### src/rtl/trace_capture_unit.sv
// trace_capture_unit: pairs completed data-memory accesses with their instructions and streams them as trace entries
//
// Ports:
//    clk, rst            clock, asynchronous active-high reset
//    capture_start_i     arm capture, clear counters and sticky flags
//    capture_stop_i      stop tracking new accesses, drain what is pending
//    data_req_i/gnt_i    core request / memory grant; a handshake is tracked
//    data_we_i           1 = store
//    data_addr_i         request address
//    data_instr_i        issuing instruction
//    data_rvalid_i       in-order response; retires the oldest tracked access
//    lock_i              repository locked; hold emission
//    trace_addr_o/instr  emitted entry, held while trace_valid_o=0
//    trace_valid_o       one-cycle strobe per emitted entry
//    capture_done_o      stopped and fully drained
//    captured_count_o    entries emitted (saturating)
//    dropped_count_o     entries lost to a full buffer (saturating)
//    overflow_o          sticky: at least one drop
//    proto_err_o         sticky: grant with tracker full, or rvalid with tracker empty
//
// Build option: define TRACE_CAPTURE_STORES_EN to emit stores as well as loads;
// otherwise completed stores are retired silently.
module trace_capture_unit #(
   parameter int DATA_ADDR_WIDTH = 16,
   parameter int INSTR_WIDTH = 32,
   parameter int OUTSTANDING = 4,
   parameter int FIFO_DEPTH = 8
) (
   input  logic                       clk,
   input  logic                       rst,
   input  logic                       capture_start_i,
   input  logic                       capture_stop_i,
   input  logic                       data_req_i,
   input  logic                       data_gnt_i,
   input  logic                       data_we_i,
   input  logic [DATA_ADDR_WIDTH-1:0] data_addr_i,
   input  logic [INSTR_WIDTH-1:0]     data_instr_i,
   input  logic                       data_rvalid_i,
   input  logic                       lock_i,
   output logic [DATA_ADDR_WIDTH-1:0] trace_addr_o,
   output logic [INSTR_WIDTH-1:0]     trace_instr_o,
   output logic                       trace_valid_o,
   output logic                       capture_done_o,
   output logic [15:0]                captured_count_o,
   output logic [15:0]                dropped_count_o,
   output logic                       overflow_o,
   output logic                       proto_err_o
);
   localparam int TW = $clog2(OUTSTANDING);
   localparam int FW = $clog2(FIFO_DEPTH);
   localparam int EW = DATA_ADDR_WIDTH + INSTR_WIDTH;
   localparam logic [TW:0] T_ONE = 1;
   localparam logic [FW:0] F_ONE = 1;
`ifdef TRACE_CAPTURE_STORES_EN
   localparam logic STORES = 1'b1;
`else
   localparam logic STORES = 1'b0;
`endif

   typedef enum logic [1:0] {IDLE, CAPTURE, DRAIN, DONE} state_t;
   state_t state, state_nxt;

   logic [EW:0]   trk [OUTSTANDING];
   logic [EW-1:0] fifo [FIFO_DEPTH];
   logic [TW:0]   t_wr, t_rd;
   logic [FW:0]   f_wr, f_rd;
   logic [EW:0]   head;
   logic [EW-1:0] emit_data;
   logic t_empty, t_full, f_empty, f_full, active, start;
   logic grant, push, pop, complete, emit, f_push, f_pop, drop;

   assign start    = capture_start_i & ~capture_stop_i;
   assign active   = (state == CAPTURE) | (state == DRAIN);
   assign t_empty  = t_wr == t_rd;
   assign t_full   = (t_wr ^ t_rd) == {1'b1, {TW{1'b0}}};
   assign f_empty  = f_wr == f_rd;
   assign f_full   = (f_wr ^ f_rd) == {1'b1, {FW{1'b0}}};
   assign grant    = (state == CAPTURE) & data_req_i & data_gnt_i;
   assign push     = grant & ~t_full;
   assign pop      = active & data_rvalid_i & ~t_empty;
   assign head     = trk[t_rd[TW-1:0]];
   assign complete = pop & (STORES | ~head[0]);
   // An empty buffer lets a just-completed entry bypass straight to the output
   assign emit      = ~lock_i & (~f_empty | complete);
   assign emit_data = f_empty ? head[EW:1] : fifo[f_rd[FW-1:0]];
   assign f_pop     = emit & ~f_empty;
   assign drop      = complete & f_full & ~emit;
   assign f_push    = complete & ~(emit & f_empty) & ~drop;
   assign capture_done_o = state == DONE;

   always_comb begin
      state_nxt = state;
      case (state)
         IDLE:    state_nxt = start ? CAPTURE : IDLE;
         CAPTURE: state_nxt = capture_stop_i ? DRAIN : CAPTURE;
         DRAIN:   state_nxt = (t_empty & f_empty & ~trace_valid_o) ? DONE : DRAIN;
         DONE:    state_nxt = start ? CAPTURE : DONE;
         default: state_nxt = IDLE;
      endcase
   end

   always_ff @(posedge clk or posedge rst) begin
      if (rst) begin
         state            <= IDLE;
         t_wr             <= '0;
         t_rd             <= '0;
         f_wr             <= '0;
         f_rd             <= '0;
         trace_addr_o     <= '0;
         trace_instr_o    <= '0;
         trace_valid_o    <= 1'b0;
         captured_count_o <= '0;
         dropped_count_o  <= '0;
         overflow_o       <= 1'b0;
         proto_err_o      <= 1'b0;
      end else begin
         state <= state_nxt;
         if (push) t_wr <= t_wr + T_ONE;
         if (pop) t_rd <= t_rd + T_ONE;
         if (f_push) f_wr <= f_wr + F_ONE;
         if (f_pop) f_rd <= f_rd + F_ONE;
         if (emit) begin
            trace_addr_o  <= emit_data[EW-1:INSTR_WIDTH];
            trace_instr_o <= emit_data[INSTR_WIDTH-1:0];
         end
         trace_valid_o    <= emit;
         captured_count_o <= start ? '0 : captured_count_o + 16'(emit & ~&captured_count_o);
         dropped_count_o  <= start ? '0 : dropped_count_o + 16'(drop & ~&dropped_count_o);
         overflow_o       <= ~start & (overflow_o | drop);
         proto_err_o      <= ~start & (proto_err_o | (grant & t_full) | (active & data_rvalid_i & t_empty));
      end
   end

   always_ff @(posedge clk) begin
      if (push) trk[t_wr[TW-1:0]] <= {data_addr_i, data_instr_i, data_we_i};
      if (f_push) fifo[f_wr[FW-1:0]] <= head[EW:1];
   end
endmodule
### config.mk
export PLATFORM = sky130hd
export DESIGN_NAME = trace_capture_unit
export DESIGN_NICKNAME = d
export VERILOG_FILES = /design/src/rtl/trace_capture_unit.sv
export SDC_FILE = /design/constraint.sdc
export NUM_CORES = 1
export LEC_CHECK = 0
export ABC_AREA = 1
export CORE_MARGIN = 4
export CORE_UTILIZATION = 60
export CTS_BUF_LIST = sky130_fd_sc_hd__clkbuf_2 sky130_fd_sc_hd__clkbuf_4 sky130_fd_sc_hd__clkbuf_8
export DETAILED_ROUTE_END_ITERATION = 10
export PLACE_DENSITY = 0.87
export REMOVE_ABC_BUFFERS = 1
export SLEW_MARGIN = 20
export SYNTH_ARGS = -nofsm -noshare
export SYNTH_HDL_FRONTEND = slang
export SYNTH_SLANG_ARGS = --single-unit
### constraint.sdc
create_clock -name clk -period 4.65 [get_ports clk]
set_input_delay 0.6975 -clock clk [delete_from_list [all_inputs] [get_ports clk]]
set_output_delay 0.6975 -clock clk [all_outputs]
set_load 0.1 [all_outputs]
# --- Word level (Yosys, flattened, before mapping) ---
# Memory sizes are Yosys's and may differ from the RTL's.
# Index checks and enable logic that the tools add are counted.
word_totals:
  wordCells: 84
  output_inout_bits: 84
  in_bits: 57
  mem_bits_rw: 580
  register_bits: 99
  mem_count: 2
op_classes:
  n_addsub: 6
  n_reduce_logical: 5
  muxes: 12
  n_eq_ne: 7
  bitwise_logic: 40
mem_list:
  columns: ["name", "depth", "width", "rd", "rd_ports_with_merged_regs", "write_ports", "line_no", "source"]
  rows:
  - ["fifo", 8, 48, 1, 0, 1, "64", "logic [EW-1:0] fifo [FIFO_DEPTH];"]
  - ["trk", 4, 49, 1, 0, 1, "63", "logic [EW:0] trk [OUTSTANDING];"]
ops:
  columns: ["operator", "count"]
  rows:
  - ["2-to-1 mux 48 bit", 1]
  - ["adder 16 x 1 -> 16 bit", 2]
  - ["2-to-1 mux 16 bit", 2]
  - ["AND reduction 16 bit", 2]
  - ["bitwise AND 1 bit", 22]
  - ["NOT 1 bit", 11]
  - ["adder 4 x 1 -> 4 bit (second input constant)", 2]
  - ["case mux 2 bit (4 select lines)", 1]
  - ["adder 3 x 1 -> 3 bit (second input constant)", 2]
  - ["2-to-1 mux 1 bit", 6]
  - ["OR 1 bit", 5]
  - ["== test 2 bit (second input constant)", 2]
  - ["== test 4 bit", 1]
  - ["== test 4 bit (second input constant)", 1]
  - ["2-to-1 mux 2 bit", 2]
  - ["XOR 4 bit", 1]
  - ["== test 3 bit", 1]
  - ["== test 3 bit (second input constant)", 1]
  - ["XOR 3 bit", 1]
  - ["== test 2 x 1 -> 1 bit (second input constant)", 1]
  - ["zero test 1 bit", 2]
  - ["zero test 2 bit", 1]

# --- Depth between registers and ports, before layout ---
# Gate-level depths: netlist of run 1.
depth:
  ltp_word: 13
  depth_mapped: 18
  depth_no_buf: 16

# --- Worst setup path after synthesis of run 1 ---
# OpenSTA, ideal clock, no wires.
synth_path:
  kind: "input to register"
  startpoint: "input data_rvalid_i"
  endpoint: "memory fifo[2][0] (netlist bit), enable pin"
  arrival_ps: 3398
  cell_stages: 6
  setup_slack_ps: 798
  setup_ps: 454
  n_path_buf: 0
  required_ps: 4196
  cell_sequence: "nand2_1 > inv_1 > nand3_1 > a21oi_2 > nand3_1 > nor2_1"
synth_via:
  elab_chain_len: 11
  word_cells_on_any_way: 15
  classes_between: "mux: 2; bitwise: 13"
synth_lines:
  columns: ["item", "line_no", "source"]
  rows:
  - ["start: declaration", "38", "input logic data_rvalid_i,"]
  - ["bitwise AND 1 bit * (2 in series)", "80", "assign pop = active & data_rvalid_i & ~t_empty;"]
  - ["bitwise AND 1 bit *", "82", "assign complete = pop & (STORES | ~head[0]);"]
  - ["OR 1 bit", "84", "assign emit = ~lock_i & (~f_empty | complete);"]
  - ["bitwise AND 1 bit", "84", null]
  - ["bitwise AND 1 bit or NOT 1 bit (tied branches)", "88, 87", null]
  - ["NOT 1 bit or bitwise AND 1 bit (tied branches)", "88, 87", null]
  - ["bitwise AND 1 bit or NOT 1 bit (tied branches)", "88", "assign f_push = complete & ~(emit & f_empty) & ~drop;"]
  - ["bitwise AND 1 bit *", "88", null]
  - ["2-to-1 mux 1 bit *", "136", "if (f_push) fifo[f_wr[FW-1:0]] <= head[EW:1];"]
  - ["2-to-1 mux 1 bit (implied by the code) *", "136", null]
  - ["end: declaration", "64", null]
# Mark *: on every way between the ends. The rest lies on a longest branch, timed or not.

# --- Worst setup path in the final report of run 1 ---
layout_path:
  startpoint: "register f_rd[0]"
  endpoint: "register trace_instr_o[4]"
layout_via:
  elab_chain_len: 4
  word_cells_on_any_way: 6
  classes_between: "eq/ne: 1; mux: 1; bitwise: 3; memory: 1"
layout_lines:
  columns: ["item", "line_no", "source"]
  rows:
  - ["start: declaration", "66", "logic [FW:0] f_wr, f_rd;"]
  - ["start signal: assignment", "121", "if (f_pop) f_rd <= f_rd + F_ONE;"]
  - ["parallel branches: the longest is 4 deep, another holds memory read (8 x 48 bit)", null, null]
  - ["end signal: assignment", "124", "trace_instr_o <= emit_data[INSTR_WIDTH-1:0];"]
  - ["end: declaration", "41", "output logic [INSTR_WIDTH-1:0] trace_instr_o,"]
# Several ways; the timed one is not identified.
# A chain may end at the register's enable or synchronous reset.

==> metrics.yaml, run 1 <==
outcome: "finished clean"
drt_iter0_markers: 2332
place_area_um2: 28900
rrSetupSlack_ns: 1.06
grt-ovfl-total: 0
cp.arrival_ns: 4.14
multi_input_area_um2: 6350
clock.fmax_mhz: 279
gp_congestion: 0.867
required_ns: 5.20
dieArea_um2: 48400
clock_path_buffers: 3
dp_hpwl_mm: 35.6
htree_levels: 3
tightest_slew_ns: 1.17
setup_ws_ns: 1.06
ios: 141
fp-row-count: 77
grt_pass1_wl_mm: 101
hold_path_class: "primary input to async pin"
cts_resized: 0
numCtsBuffers: 101
peakVddDrop_v: 0.000526
ys_warn_count: 0
die_width_um: 220
cts_tree: "done"
synth-seq-cells: 679
grt_max_degree: 156
maxCapViolations: 0
yosysSeqAreaShare_pct: 73.8
path_clk_slew_ns: 0.07
final_area_um2: 31000
fin_skew_ns: 0.0240
ant_nets: 0
fin_crit_sh_pct: 77.2
final_hold_viol_count: 0
cts-root-buf: "clkbuf_8"
dpl_worst_slack_ns: 0.909
wl_mm: 66.1
rsz0062_at_grt: "false"
grt_use_total_pct: 27.1
critPathKind: "flip-flop to flip-flop"
grt_pass1_vias: 18908
area_growth_pct: 15.1
port_buffers: 140
finalCoreUtilization_pct: 70.0
final.setup.tns_ns: 0
total_power_w: 0.0214
ys_types: 36
synth_area_um2: 26900
synthCells: 2172
postCtsHoldBufs: 0
slew_headroom_pct: 22.2
postCtsSetupBuffers: 0
drive_gt1_share_pct: 10.0
fp.dieH_um: 220
power_density_nw_per_um2: 689
final.fill_count: 2762
dr.pass1.iters: 6
antenna_found_initial: 0
syn_avg_cell_area_um2: 12.4
wl_per_cell_um: 22.1
drcViolationCount: 0
path_max_fanout: 84
clock_sinks: 679
period_needed_ns: 3.59
layout.nets: 2386
start_util_pct: 60.8
slew_viol_final: 0
setup_viol_count_final: 0
vias_per_cell: 6.25
core_um2: 44300
p_leak_nw: 10.9
vias: 18673
cp-end-kind: "flip-flop"
clock_latency_ns: 0.68
cp-start-kind: "flip-flop"
seq_area_um2: 19900
-- cell usage after synthesis, drive strengths merged --
| library cell | n | share of area (%) |
|---|---|---|
| edfxtp | 580 | 65 |
| nor2 | 340 | 4.8 |
| o21ai | 304 | 5.6 |
| nand2 | 260 | 3.7 |
| nand3 | 167 | 3.1 |
| o22ai | 144 | 3.3 |
| dfrtp | 99 | 9.2 |
| clkbuf | 71 | 1.0 |
| buf | 65 | 1.2 |
| inv | 48 | 0.68 |
| a21oi | 25 | 0.48 |
| xor2 | 16 | 0.52 |
| ha | 15 | 0.70 |
| nor3 | 15 | 0.28 |
| xnor2 | 7 | 0.23 |
| nand4 | 5 | 0.17 |
| nor4 | 4 | 0.093 |
| o21a | 2 | 0.056 |
| a211oi | 1 | 0.028 |
| a22oi | 1 | 0.028 |
| a2bb2oi | 1 | 0.033 |
| a31oi | 1 | 0.023 |
| nand3b | 1 | 0.028 |
-- area by class of cell --
type                    instances  share of cell area [%]
clock inverters                38                   0.847
multi-input cells            1309                    20.5
inverters                      48                   0.625
clock buffers                 148                    5.88
repair buffers                175                    5.58
well taps                     592                    2.39
diodes                          1                 0.00807
flip-flops and latches        679                    64.2
-- power by group --
group / switching (W) / total [W] / internal (W)
sequential: 0.000507 / 0.00850 / 0.00800
clock: 0.00223 / 0.00492 / 0.00269
combinational: 0.00605 / 0.00794 / 0.00189
total: 0.00879 / 0.0214 / 0.0126
-- flip-flops by register name (all words and copies together), names as in the netlist, 2 cells and up --
| register | count |
|---|---|
| captured_count_o | 16 |
| dropped_count_o | 16 |
| f_rd | 4 |
| f_wr | 4 |
| fifo | 384 |
| state | 2 |
| t_rd | 3 |
| t_wr | 3 |
| trace_addr_o | 16 |
| trace_instr_o | 32 |
| trk | 196 |
-- routing by layer --
| metal | vias to the layer above | wire length, um | track usage, % |
|---|---|---|---|
| met3 | 230 | 7040 | 5.13 |
| met1 | 9054 | 23400 | 34.0 |
| li1 | 8157 | - | - |
| met2 | 1232 | 33300 | 46.2 |
| met4 | 0 | 2360 | 12.3 |
| met5 | - | 0 | 0 |
-- final timing paths --
check | start | end | cells past startpoint
setup / recovery | f_rd[0] | trace_instr_o[4] | 9
hold / removal | rst | trace_instr_o[18] | 2
setup reg to reg | f_rd[0] | trace_instr_o[4] | 9
hold reg to reg | captured_count_o[3] | captured_count_o[3] | 1
max in group asynchronous | rst | trace_addr_o[6] | 3
min in group clk | captured_count_o[3] | captured_count_o[3] | 1
-- per-stage QoR --
stage | hold slack, ns | cells
final | 0.471 | 2990
after global routing | 0.493 | 2989
after CTS | 0.455 | 2989
after detailed placement | 0.513 | 2803
after global placement | 0.478 | 2803
after floorplan | 0.463 | 2036
-- cell usage in the layout, fill, tap and decap left out, drive strengths merged --
cell | Yosys | layout
clkinvlp | 0 | 3
xor2 | 16 | 16
buf | 65 | 35
ha | 15 | 15
nand3b | 1 | 1
xnor2 | 7 | 7
o21ai | 304 | 304
a2bb2oi | 1 | 1
dfrtp | 99 | 99
clkdlybuf4s50 | 0 | 140
a21oi | 25 | 25
inv | 48 | 48
a31oi | 1 | 1
clkinv | 0 | 32
o22ai | 144 | 144
nand3 | 167 | 167
nor2 | 340 | 340
a22oi | 1 | 1
bufinv | 0 | 3
nor3 | 15 | 15
nand4 | 5 | 5
a211oi | 1 | 1
clkbuf | 71 | 148
edfxtp | 580 | 580
diode | 0 | 1
nor4 | 4 | 4
o21a | 2 | 2
nand2 | 260 | 260
-- logic make-up (layout without fill, tap and decap cells) --
kind of cell / Yosys count / in the layout / synth area share (%)
adder cells (fa/ha/maj): 15 / 15 / 0.697
buffers and inverters: 184 / 409 / 2.93
other: 0 / 1 / 0
AND/OR/NAND/NOR: 792 / 792 / 12.2
AO/OA/AOI/OAI: 479 / 479 / 9.64
XOR/XNOR: 23 / 23 / 0.748
flip-flops: 679 / 679 / 73.8
-- worst max-delay path, stage by stage (launching register included) --
cell and delay [ns]:
dfrtp_4 1.03, xor2_1 0.18, nor2_2 0.17, nand2_1 0.12
nand2_4 0.08, buf_4 0.63, inv_2 0.52, buf_4 0.42
nand2_1 0.15, nand3_1 0.11
Power figures use the tool's default switching activity.
==> inputs of run 2 (changes only) <==
--- a/config.mk
+++ b/config.mk
@@ -7,10 +7,10 @@
 export LEC_CHECK = 0
 export ABC_AREA = 1
 export CORE_MARGIN = 4
-export CORE_UTILIZATION = 60
+export CORE_UTILIZATION = 56
 export CTS_BUF_LIST = sky130_fd_sc_hd__clkbuf_2 sky130_fd_sc_hd__clkbuf_4 sky130_fd_sc_hd__clkbuf_8
 export DETAILED_ROUTE_END_ITERATION = 10
-export PLACE_DENSITY = 0.87
+export PLACE_DENSITY = 0.85
 export REMOVE_ABC_BUFFERS = 1
 export SLEW_MARGIN = 20
 export SYNTH_ARGS = -nofsm -noshare
==> constraint.sdc (replaced) <==
create_clock -name clk -period 3 [get_ports clk]
set_input_delay 0.45 -clock clk [delete_from_list [all_inputs] [get_ports clk]]
set_output_delay 0.45 -clock clk [all_outputs]
set_load 0.1 [all_outputs]
==> run 2 against run 1 <==
Effect of this change:
- sequential power rose by 53%
- critical path type unchanged
- sequential cell count did not move
- total power rose by 55%
- routed wire length barely moved
- design area rose by 0.31%
==> metrics.yaml, run 2 (same netlist as run 1, synthesis figures left out) <==
outcome: "finished clean"
postCtsHoldBufs: 0
grt-ovfl-total: 0
fin_crit_sh_pct: 90.6
grt_pass1_wl_mm: 102
core_um2: 47600
drcViolationCount: 0
use_met2_pct: 42.9
cp-end-kind: "flip-flop"
r2r_start: "state[0]"
fin_hold_ws_ns: 0.178
r2r-end: "dropped_count_o[9]"
final.setup.tns_ns: 0
largest_reg_flops: 384
dr.pass1.iters: 6
rrSetupSlack_ns: 0.28
fp-row-count: 80
drive_gt1_share_pct: 14.7
fin_skew_ns: 0.0360
grtUsageMet3_pct: 5.08
period_needed_ns: 2.72
slowest_stage: "dfrtp_1"
peakVddDrop_v: 0.000769
clock_path_buffers: 3
ff2ff_path_depth: 16
port_buffers: 140
path_clk_slew_ns: 0.07
clock_sinks: 679
cp.arrival_ns: 3.27
die_width_um: 227
dp_hpwl_mm: 36.4
htree_levels: 3
finalCoreUtilization_pct: 65.3
crit_top_cell: "nor2_1"
hold_path_class: "primary input to async pin"
place_area_um2: 29100
grt_pass1_vias: 18712
fp.dieH_um: 227
num_antenna_cells: 0
seq_area_um2: 19900
layout.nets: 2415
final_hold_viol_count: 0
total_power_w: 0.0330
start_util_pct: 56.5
slew_headroom_pct: 37.6
cts-root-buf: "clkbuf_8"
drt_iter0_markers: 2315
clock_latency_ns: 0.69
path_max_fanout: 5
tightest_slew_ns: 0.935
multi_input_area_um2: 6350
grt_max_degree: 147
cp_num_buf_inv: 2
grt_use_total_pct: 25.4
grt_use_met1_pct: 32.7
slew_viol_final: 0
gp_congestion: 0.869
required_ns: 3.55
cp-start-kind: "flip-flop"
ios: 141
vias_per_cell: 6.12
crit_family: "simple AND/OR/NAND/NOR gates"
rsz0062_at_grt: "false"
cts_tree: "done"
power_density_nw_per_um2: 1060
postCtsSetupBuffers: 0
clock.fmax_mhz: 368
numCtsBuffers: 98
maxCapViolations: 0
path_cells: "inv_1 > ha_1 > nand2_1 > inv_1 > nand3_1 > nor2_1 > nand3_2 > nor2_1 > ha_1 > nand2_1 > nor2_1 > nand2_1 > nor2_1 > nand3_1 > o21ai_0 > a21oi_1"
globalRoute.busiestLayer: "met2"
antenna_found_initial: 1
slowest_delay_ns: 0.38
critPathKind: "flip-flop to flip-flop"
final_area_um2: 31100
p_leak_nw: 11.2
setup_viol_count_final: 0
wl_per_cell_um: 21.7
area_growth_pct: 15.5
cts_resized: 0
dieArea_um2: 51700
final_common_cell: "edfxtp_1"
vias: 18624
ant_nets: 0
final.fill_count: 3135
wl_mm: 66.1
final_cell_mix: "edfxtp_1, nor2_1, o21ai_0, nand2_1, nand3_1"
run 2: layout make-up:
type	instances	area share (%)
clock buffers	148	5.76
clock inverters	37	0.688
inverters	48	0.615
multi-input cells	1309	20.4
flip-flops and latches	679	64.0
well taps	615	2.47
repair buffers	207	6.05
run 2: stage by stage:
stage	setup WS (ns)	instances
after CTS	0.326	3043
after detailed placement	0.130	2858
after global placement	0.203	2858
final	0.282	3043
after floorplan	-3.45	2036
after global routing	0.0106	3043
run 2: worst max-delay path by stage:
stage | slack (ns) | endpoint | depth (start not counted) | startpoint
6_report | 0.28 | dropped_count_o[9] | 16 | state[0]
2_1_floorplan | -3.45 | fifo[2][0] | 6 | f_rd[0]
5_1_grt | 0.01 | dropped_count_o[10] | 16 | state[0]
4_1_cts | 0.33 | dropped_count_o[9] | 16 | state[0]
3_3_place_gp | 0.20 | fifo[2][44] | 8 | data_rvalid_i
3_5_place_dp | 0.13 | dropped_count_o[10] | 15 | data_rvalid_i
run 2: per-layer routing:
metal	up-vias	part of all wire (%)	wire, um
met1	9043	37	24200
met4	2	3.2	2090
met5	-	0.039	26
met3	174	11	7130
met2	1187	49	32700
li1	8218	-	-
run 2: report_power, final:
group	internal, W	switching [W]	leakage [nW]
Combinational	0.00306	0.00965	3.59
Clock	0.00392	0.00344	1.07
Sequential	0.0124	0.000565	6.49
Total	0.0194	0.0137	11.2
run 2: worst register-to-register path, delay by kind of cell, from the launching register on:
family                   cells  cell delay (ns)
AO/OA/AOI/OAI                2             0.28
flip-flops                   1             0.38
buffers and inverters        2             0.27
AND/OR/NAND/NOR             10             1.20
adder cells (fa/ha/maj)      2             0.47
==> inputs of run 3 (changes only) <==
--- a/config.mk
+++ b/config.mk
@@ -6,11 +6,13 @@
 export NUM_CORES = 1
 export LEC_CHECK = 0
 export ABC_AREA = 1
+export CAP_MARGIN = 0
 export CORE_MARGIN = 4
 export CORE_UTILIZATION = 56
 export CTS_BUF_LIST = sky130_fd_sc_hd__clkbuf_2 sky130_fd_sc_hd__clkbuf_4 sky130_fd_sc_hd__clkbuf_8
 export DETAILED_ROUTE_END_ITERATION = 10
 export PLACE_DENSITY = 0.85
+export RECOVER_POWER = 25
 export REMOVE_ABC_BUFFERS = 1
 export SLEW_MARGIN = 20
 export SYNTH_ARGS = -nofsm -noshare
==> run 3 against run 2 <==
Effect of this change:
- the flow now finishes with violations (max-capacitance violations, max-slew violations)
- largest cell class unchanged
- design area down 0.71%
- utilization decreased by 0.46 points
- clock power hardly changed
- register-to-register slack lost 0.14 ns
- maximum frequency shrank 4.8%
- global-route usage unchanged
- non-clock buffer count unchanged
- first-iteration DRC count increased by 3.6%
- critical path depth fell by 6
- routed wire length barely moved
- via count is essentially flat
- critical path type unchanged
- sequential share of layout area increased by 0.46 points
==> metrics.yaml, run 3 (same netlist as run 1, synthesis figures left out) <==
path_cells: "inv_1 > ha_1 > nand2_1 > inv_1 > nand4_4 > nand3_2 > clkbuf_1 > nand3_1 > nor2_4 > buf_4"
numCtsBuffers: 98
die_width_um: 227
place_area_um2: 29100
clock_path_buffers: 3
postCtsSetupBuffers: 0
clock_latency_ns: 0.68
fin_crit_sh_pct: 95.2
grt_use_total_pct: 25.4
grt-ovfl-total: 0
path_max_fanout: 19
violations: "max-capacitance violations, max-slew violations"
drive_gt1_share_pct: 12.4
power_density_nw_per_um2: 1060
grt_pass1_wl_mm: 102
port_buffers: 140
antenna_found_initial: 4
final_common_cell: "edfxtp_1"
dieArea_um2: 51700
cts-root-buf: "clkbuf_8"
dp_hpwl_mm: 36.4
slowest_stage: "dfrtp_1"
fin_skew_ns: 0.0359
cp-end-kind: "flip-flop"
p_leak_nw: 10.9
gp_congestion: 0.869
cp.arrival_ns: 3.20
critPathKind: "flip-flop to flip-flop"
layout.nets: 2415
final_area_um2: 30900
clock_sinks: 679
required_ns: 3.34
grt_max_degree: 147
postCtsHoldBufs: 0
finalCoreUtilization_pct: 64.8
final_cell_count_no_fill: 3045
fp.dieH_um: 227
wl_per_cell_um: 21.7
vias: 18611
fin_hold_ws_ns: 0.472
cp-start-kind: "flip-flop"
largest_reg_flops: 384
cp_num_buf_inv: 4
crit_family: "simple AND/OR/NAND/NOR gates"
drt_iter0_markers: 2399
cts_tree: "done"
peakVddDrop_v: 0.000764
maxCapViolations: 1
path_clk_slew_ns: 0.07
ios: 141
final_hold_viol_count: 0
vias_per_cell: 6.11
area_growth_pct: 14.7
crit_top_cell: "inv_1"
placed_cells: 2858
slew_headroom_pct: -30.2
rsz0062_at_grt: "false"
setup_viol_count_final: 0
start_util_pct: 56.5
tightest_slew_ns: 1.94
slew_viol_final: 37
final.fill_count: 3200
ant_nets: 0
fp-row-count: 80
seq_area_um2: 19900
htree_levels: 3
final_cell_mix: "edfxtp_1, nor2_1, o21ai_0, nand2_1, nand3_1"
hold_path_class: "primary input to flip-flop"
slowest_delay_ns: 0.38
cts_resized: 0
drcViolationCount: 0
period_needed_ns: 2.86
clock.fmax_mhz: 350
grt_pass1_vias: 18712
dr.pass1.iters: 5
outcome: "complete, but fails checks"
multi_input_area_um2: 6350
core_um2: 47600
wl_mm: 66.1
run 3: cell count changes in the layout (fill, tap and decap cells not counted):
cell and delta:
buf_4 -56, clkbuf_1 +56, clkdlybuf4s50_1 -51, dlygate4sd3_1 +51
diode_2 +2, buf_12 -1, clkbuf_2 +1, clkinvlp_2 +1
inv_4 -1
run 3: final timing paths:
path,from,end,slack (ns),cells past startpoint
setup reg to reg,state[0],fifo[2][17],0.14,10
min in group asynchronous,rst,trace_instr_o[11],0.71,2
setup / recovery,state[0],fifo[2][17],0.14,10
hold reg to reg,t_wr[2],t_wr[2],0.53,1
hold / removal,data_instr_i[8],trk[2][9],0.47,1
max in group asynchronous,rst,proto_err_o,0.61,3
run 3: routing by layer:
metal	global-route usage (%)	part of all wire, %	up-vias
met1	32.7	37	9064
met4	10.0	3.1	0
li1	-	-	8216
met3	5.08	11	181
met2	42.9	50	1150
met5	0	0	-
run 3: area by class of cell:
class | instances | area share (%)
Antenna cell | 2 | 0.0162
Clock buffer | 148 | 5.80
Clock inverter | 37 | 0.693
Inverter | 48 | 0.616
Multi-Input combinational cell | 1309 | 20.6
Sequential cell | 679 | 64.4
Tap cell | 615 | 2.49
Timing Repair Buffer | 207 | 5.36
run 3: where the power goes:
part           internal (W)  total, W  switching, W
clock               0.00392   0.00736       0.00344
sequential           0.0124    0.0129      0.000561
combinational       0.00280    0.0124       0.00964
run 3: worst register-to-register path, stage by stage, from the launching register on:
cell and delay [ns]:
dfrtp_1 0.38, inv_1 0.08, ha_1 0.29, nand2_1 0.05
inv_1 0.20, nand4_4 0.17, nand3_2 0.12, clkbuf_1 0.27
nand3_1 0.38, nor2_4 0.24, buf_4 0.33
run 3: stage by stage:
stage	setup TNS (ns)	total power, W	worst slack (ns)
2_1_floorplan	-2067.78	0.0214	-3.45
4_1_cts	0	0.0329	0.326
3_5_place_dp	0	0.0256	0.130
5_1_grt	0	0.0343	0.00971
6_report	0	0.0327	0.144
3_3_place_gp	0	0.0250	0.203
==> RTL change 1: new RTL, config.mk and constraints of run 1 <==
Make the reset (`rst`) synchronous in one clocked block. Comments in the files are not updated.
--- a/src/rtl/trace_capture_unit.sv
+++ b/src/rtl/trace_capture_unit.sv
@@ -99,7 +99,7 @@
       endcase
    end
 
-   always_ff @(posedge clk or posedge rst) begin
+   always_ff @(posedge clk) begin
       if (rst) begin
          state            <= IDLE;
          t_wr             <= '0;
Behaviour: differs if rst is asserted again (counterexample within 4 cycles, from zero or initial values and one cycle with rst high); with rst held inactive, the same outputs for 4 cycles.
==> RTL change 1 against run 1 <==
Synthesized cell count is 26% higher. First-iteration DRC count is 9.0% higher. Sequential cell count is 5 higher. Worst setup slack better by 0.42 ns. Clock skew is 0.014 ns higher. Synthesized area is 4.9% higher. Critical path depth is 1 lower. Design area is 4.0% higher. Non-clock buffer count is 1 lower. Routed wire length is 5.4% higher. Critical endpoint is now trace_instr_o[23].
Power is not compared: it rests on default switching activity, and its combinational part moved more than twofold at a synthesized area within 25%.
==> RTL change 1: results (changes against run 1) <==
- Max-Slew Margin vs Limit: 0.308 (+0.0855)
- Vias in the first global route: 20600 (+8.7%)
- Hpwl dp: 37200 µm (+4.5%)
- Drt via density: 5.75 (-8.0%)
- Highest Signal Layer: met5
- CP max FO: 48 (-43%)
- Met1 usage: 0.332 (-0.00808)
- GR met3 Demand/Resource: 0.0500 (-0.00128)
- DR WL met2: 34900 µm (+4.8%)
- XOR/XNOR Fraction of Synth Area: 0.00372 (-0.00376)
- Status: complete, no violations
- Post-synthesis sequential area ratio: 0.690 (-0.0487)
- Met2 usage: 0.459 (-0.00345)
- Synth top cells by count: nand2_1, edfxtp_1, inv_1, nor2_1, nand3_1
- Met3 routed wirelength: 7370 µm (+4.7%)
- # nets final: 2952 (+24%)
- Post-Route Skew: 0.0377 ns (+0.0138 ns)
- RePlAce Congestion: 0.843 (-2.7%)
- Pin count of the biggest net entering global routing: 109 (-30%)
- Data arrival, critical path: 3.71 ns (-0.43 ns)
- RR Startpoint: f_wr[0]
- Hold_ws: 0.392 ns (-0.0790 ns)
- TritonCTS Buffers: 102 (+0.99%)
- First-pass GRT wire length: 106000 µm (+5.2%)
- Initial antenna violation count: 3 (+3)
- Filler Cell Count: 2995 (+8.4%)
- Placed inst area: 30100 µm² (+4.2%)
- GRT Util Overall: 0.268 (-0.00286)
- Routed WL: 69700 µm (+5.4%)
RTL change 1: changes by cell type after synthesis, sizes merged, moves of 4 or more:
cell    delta
buf        +9
inv      +114
clkbuf     -6
nand2    +927
nor2     -197
a21oi     +55
dfrtp     -99
or2        +4
nand3     -47
o22ai     -95
xor2      -10
dfxtp    +104
o21ai    -189
RTL change 1: metrics by stage:
step / setup TNS, ns / power, µW / instances
floorplan: -1013.77 / 8090 / 2601
global placement: 0 / 8520 / 3382
detailed placement: 0 / 8600 / 3382
CTS: 0 / 13500 / 3576
global route: 0 / 14000 / 3578
finish: 0 / 13500 / 3579
RTL change 1: area by class of cell:
class / instances / share of cell area
flip-flops and latches: 684 / 0.605
multi-input cells: 1754 / 0.234
clock buffers: 159 / 0.0597
repair buffers: 174 / 0.0516
well taps: 607 / 0.0235
inverters: 163 / 0.0195
clock inverters: 35 / 0.00644
diodes: 3 / 0.000233
RTL change 1: logic make-up (layout without fill, tap and decap cells):
logic type	after synthesis	in the layout
AOI/OAI and AO/OA	249	249
xor gates and xnor gates	12	12
adders and majority gates	16	16
buffers and inverters	302	531
DFF	684	684
other	0	3
and+or+nand+nor	1477	1477
RTL change 1: worst max-delay path, cell delays in order, from the launching register on:
cell and delay (ns):
dfxtp_1 0.52, xnor2_1 0.21, nand2_2 0.13, nor2_8 0.53
clkinv_2 0.96, nand2_1 0.34, nand2_1 0.14, nand2_1 0.09
a21oi_1 0.07
RTL change 1: worst paths after layout:
kind | end | slack (ns)
min reg2reg | trace_addr_o[8] | 0.48
max reg2reg | trace_instr_o[23] | 1.49
max | trace_instr_o[23] | 1.49
min | trace_instr_o[0] | 0.39
RTL change 1: where the power goes:
group	total [µW]	switching, µW	internal (µW)
Sequential	6770	79.1	6690
Combinational	1750	1300	445
Clock	5000	2300	2700
Total	13500	3680	9840
==> RTL change 2: new RTL, flow settings as in run 1 <==
Without the edit above. The parameter `DATA_ADDR_WIDTH` goes from 16 to 17.
--- a/src/rtl/trace_capture_unit.sv
+++ b/src/rtl/trace_capture_unit.sv
@@ -21,7 +21,7 @@
 // Build option: define TRACE_CAPTURE_STORES_EN to emit stores as well as loads;
 // otherwise completed stores are retired silently.
 module trace_capture_unit #(
-   parameter int DATA_ADDR_WIDTH = 16,
+   parameter int DATA_ADDR_WIDTH = 17,
    parameter int INSTR_WIDTH = 32,
    parameter int OUTSTANDING = 4,
    parameter int FIFO_DEPTH = 8
Interface: changed (resized data_addr_i and trace_addr_o); port bits go from 141 to 143. The function was not compared with the original's and may differ.
==> RTL change 2 against run 1 <==
Routed wire length rose by 0.57%. Synthesized area grew 1.6%. Design area rose by 1.9%. Synthesized cell count is essentially flat. Total power up 0.95%. Maximum frequency fell by 0.29%. Cell count up 0.84%. Worst setup slack got worse by 0.011 ns. Largest power group unchanged. Count of clock-buffer cells in the layout up 13. Sequential cell count grew 13.
==> RTL change 2: results (changes against run 1) <==
- CTS root buf: clkbuf_8
- Pins Over Slew Limit: 0 (unchanged)
- Pin count of the biggest net entering global routing: 158 (+1.3%)
- Max clock buf depth: 3 (unchanged)
- Detailed Route Iter0 Violations: 2179 (-6.6%)
- Max rail drop VDD: 0.000530 V (+0.71%)
- Met2 usage: 0.451 (-0.0108)
- Synth top cells by count: edfxtp_1, nor2_1, o21ai_0, nand3_1, nand2_1
- Initial antenna violation count: 1 (+1)
- Post-synth ARST share: 0.145 (-0.00129)
- RePlAce Congestion: 0.874 (+0.81%)
- Most used cell, CP: nand2_1
- Synth warn: 0 (unchanged)
- GRT Util Overall: 0.264 (-0.00766)
- Dominant cells by area after synthesis: edfxtp_1, dfrtp_1, nor2_1, o21ai_0, nand3_1
- PostCTS Resize Cnt: 0 (unchanged)
- EDFF count, synth: 592 (+2.1%)
- PortBufs: 142 (+1.4%)
- Slowest CP cell: dfrtp_4
- First-pass GRT wire length: 103000 µm (+1.3%)
- CP max FO: 48 (-43%)
- LEAKAGE: 0.0109 µW (+0.38%)
- Drt wl/cell: 22.0 µm (-0.27%)
- Post-synthesis sequential area ratio: 0.741 (+0.00213)
- Vias in the first global route: 19000 (+0.26%)
- Clock slew at reported path FFs: roughly 0.060 ns
- Layout cells sized above 1: 0.106 (+0.00592)
- GR met3 Demand/Resource: 0.0515 (+0.000207)
- TritonCTS Buffers: 105 (+4.0%)
- CTS HTree Levels: 3 (unchanged)
- Data arrival, critical path: 3.94 ns (-0.20 ns)
- Placed inst area: 29400 µm² (+1.5%)
- Cell family with most CP delay: simple AND/OR/NAND/NOR gates
- # nets final: 2394 (+0.34%)
- Status: complete, no violations
- Distinct cells, synth: 33 (-8.3%)
- R2r setup slk: roughly 1.1 ns
- HP Class: reg2reg
- Hpwl dp: 36100 µm (+1.6%)
- Worst path max stage delay: 0.80 ns (-0.23 ns)
- Max reg flops: 392 (+2.1%)
- Drt via density: 6.20 (-0.75%)
- 1st-pass router iterations: 7 (+1)
- Post-Route Skew: 0.0218 ns (-0.00221 ns)
- Filler Cell Count: 2804 (+1.5%)
- Worst slew pin tran: 1.11 ns (-0.0605 ns)
- Clock latency on the worst-skew pair: 0.68 ns (about the same)
- Post CTS Setup Buffer Count: 0 (unchanged)
- Met1 usage: 0.329 (-0.0111)
- Sw Share: 0.406 (-0.00570)
- Ys flop type: edfxtp_1
-- RTL change 2: cell types whose count changed after synthesis, sizes merged, moves of 5 or more --
cell and delta:
o21ai +6, buf -5, nor3 -8, inv +9
edfxtp +12, o22ai -95, nand2 -133, nor2 +114
nand4 +5, o211ai +98
-- RTL change 2: path summary, 6_finish.rpt --
| path | startpoint | endpoint | cells after the start |
|---|---|---|---|
| max in group asynchronous | rst | trace_instr_o[28] | 3 |
| max | t_rd[0] | fifo[6][3] | 9 |
| min in group asynchronous | rst | trace_addr_o[14] | 2 |
| min reg2reg | trace_addr_o[14] | trace_addr_o[14] | 2 |
| min | trace_addr_o[14] | trace_addr_o[14] | 2 |
| max reg2reg | t_rd[0] | fifo[6][3] | 9 |
-- RTL change 2: metal layers --
metal  vias up  part of all wire
met5         -                 0
met4         0             0.038
met3       215              0.10
met2      1200              0.51
met1      9086              0.35
li1       8186                 -
-- RTL change 2: worst register-to-register path: stages, from the launching register on --
cell and delay (ns):
dfrtp_4 0.80, inv_4 0.35, nand2_1 0.16, nand2_1 0.10
nand3_2 0.13, nand3_4 0.12, a21oi_2 0.24, nand3_1 0.34
nor2_4 0.60, buf_4 0.44
-- RTL change 2: per-stage QoR --
step           setup WS [ns]  total power (µW)  hold slack [ns]  std cells   util
2_1_floorplan          -2.29             13800            0.463       2037      -
4_1_cts                 1.08             21500            0.487       3014  0.698
3_5_place_dp            1.14             16300            0.476       2814  0.649
5_1_grt                0.823             22500            0.525       3014  0.698
6_report                1.05             21600            0.486       3015  0.698
3_3_place_gp            1.26             15900            0.467       2814  0.649
-- RTL change 2: logic make-up after synthesis --
kind of cell,count (synthesis),synth area share
fa+ha+maj,15,0.00685
simple gates,768,0.116
buf+inv,190,0.0298
compound gates,489,0.102
xor+xnor,16,0.00512
flops,692,0.741
-- RTL change 2: cell type report --
type	count	area share
sequential	692	0.642
multi-input combinational	1288	0.202
clock buffer	161	0.0622
timing repair buffer	177	0.0546
tap	600	0.0237
clock inverter	39	0.00867
inverter	57	0.00724
antenna	1	0.0000791
-- RTL change 2: power groups by stage --
stage | clock network (µW) | registers, µW | logic, µW
after floorplan | 0 | 10500 | 3300
after global placement | 0 | 8670 | 7270
after detailed placement | 0 | 8690 | 7610
after CTS | 5250 | 8590 | 7690
after global routing | 5560 | 8650 | 8280
final | 5210 | 8600 | 7750
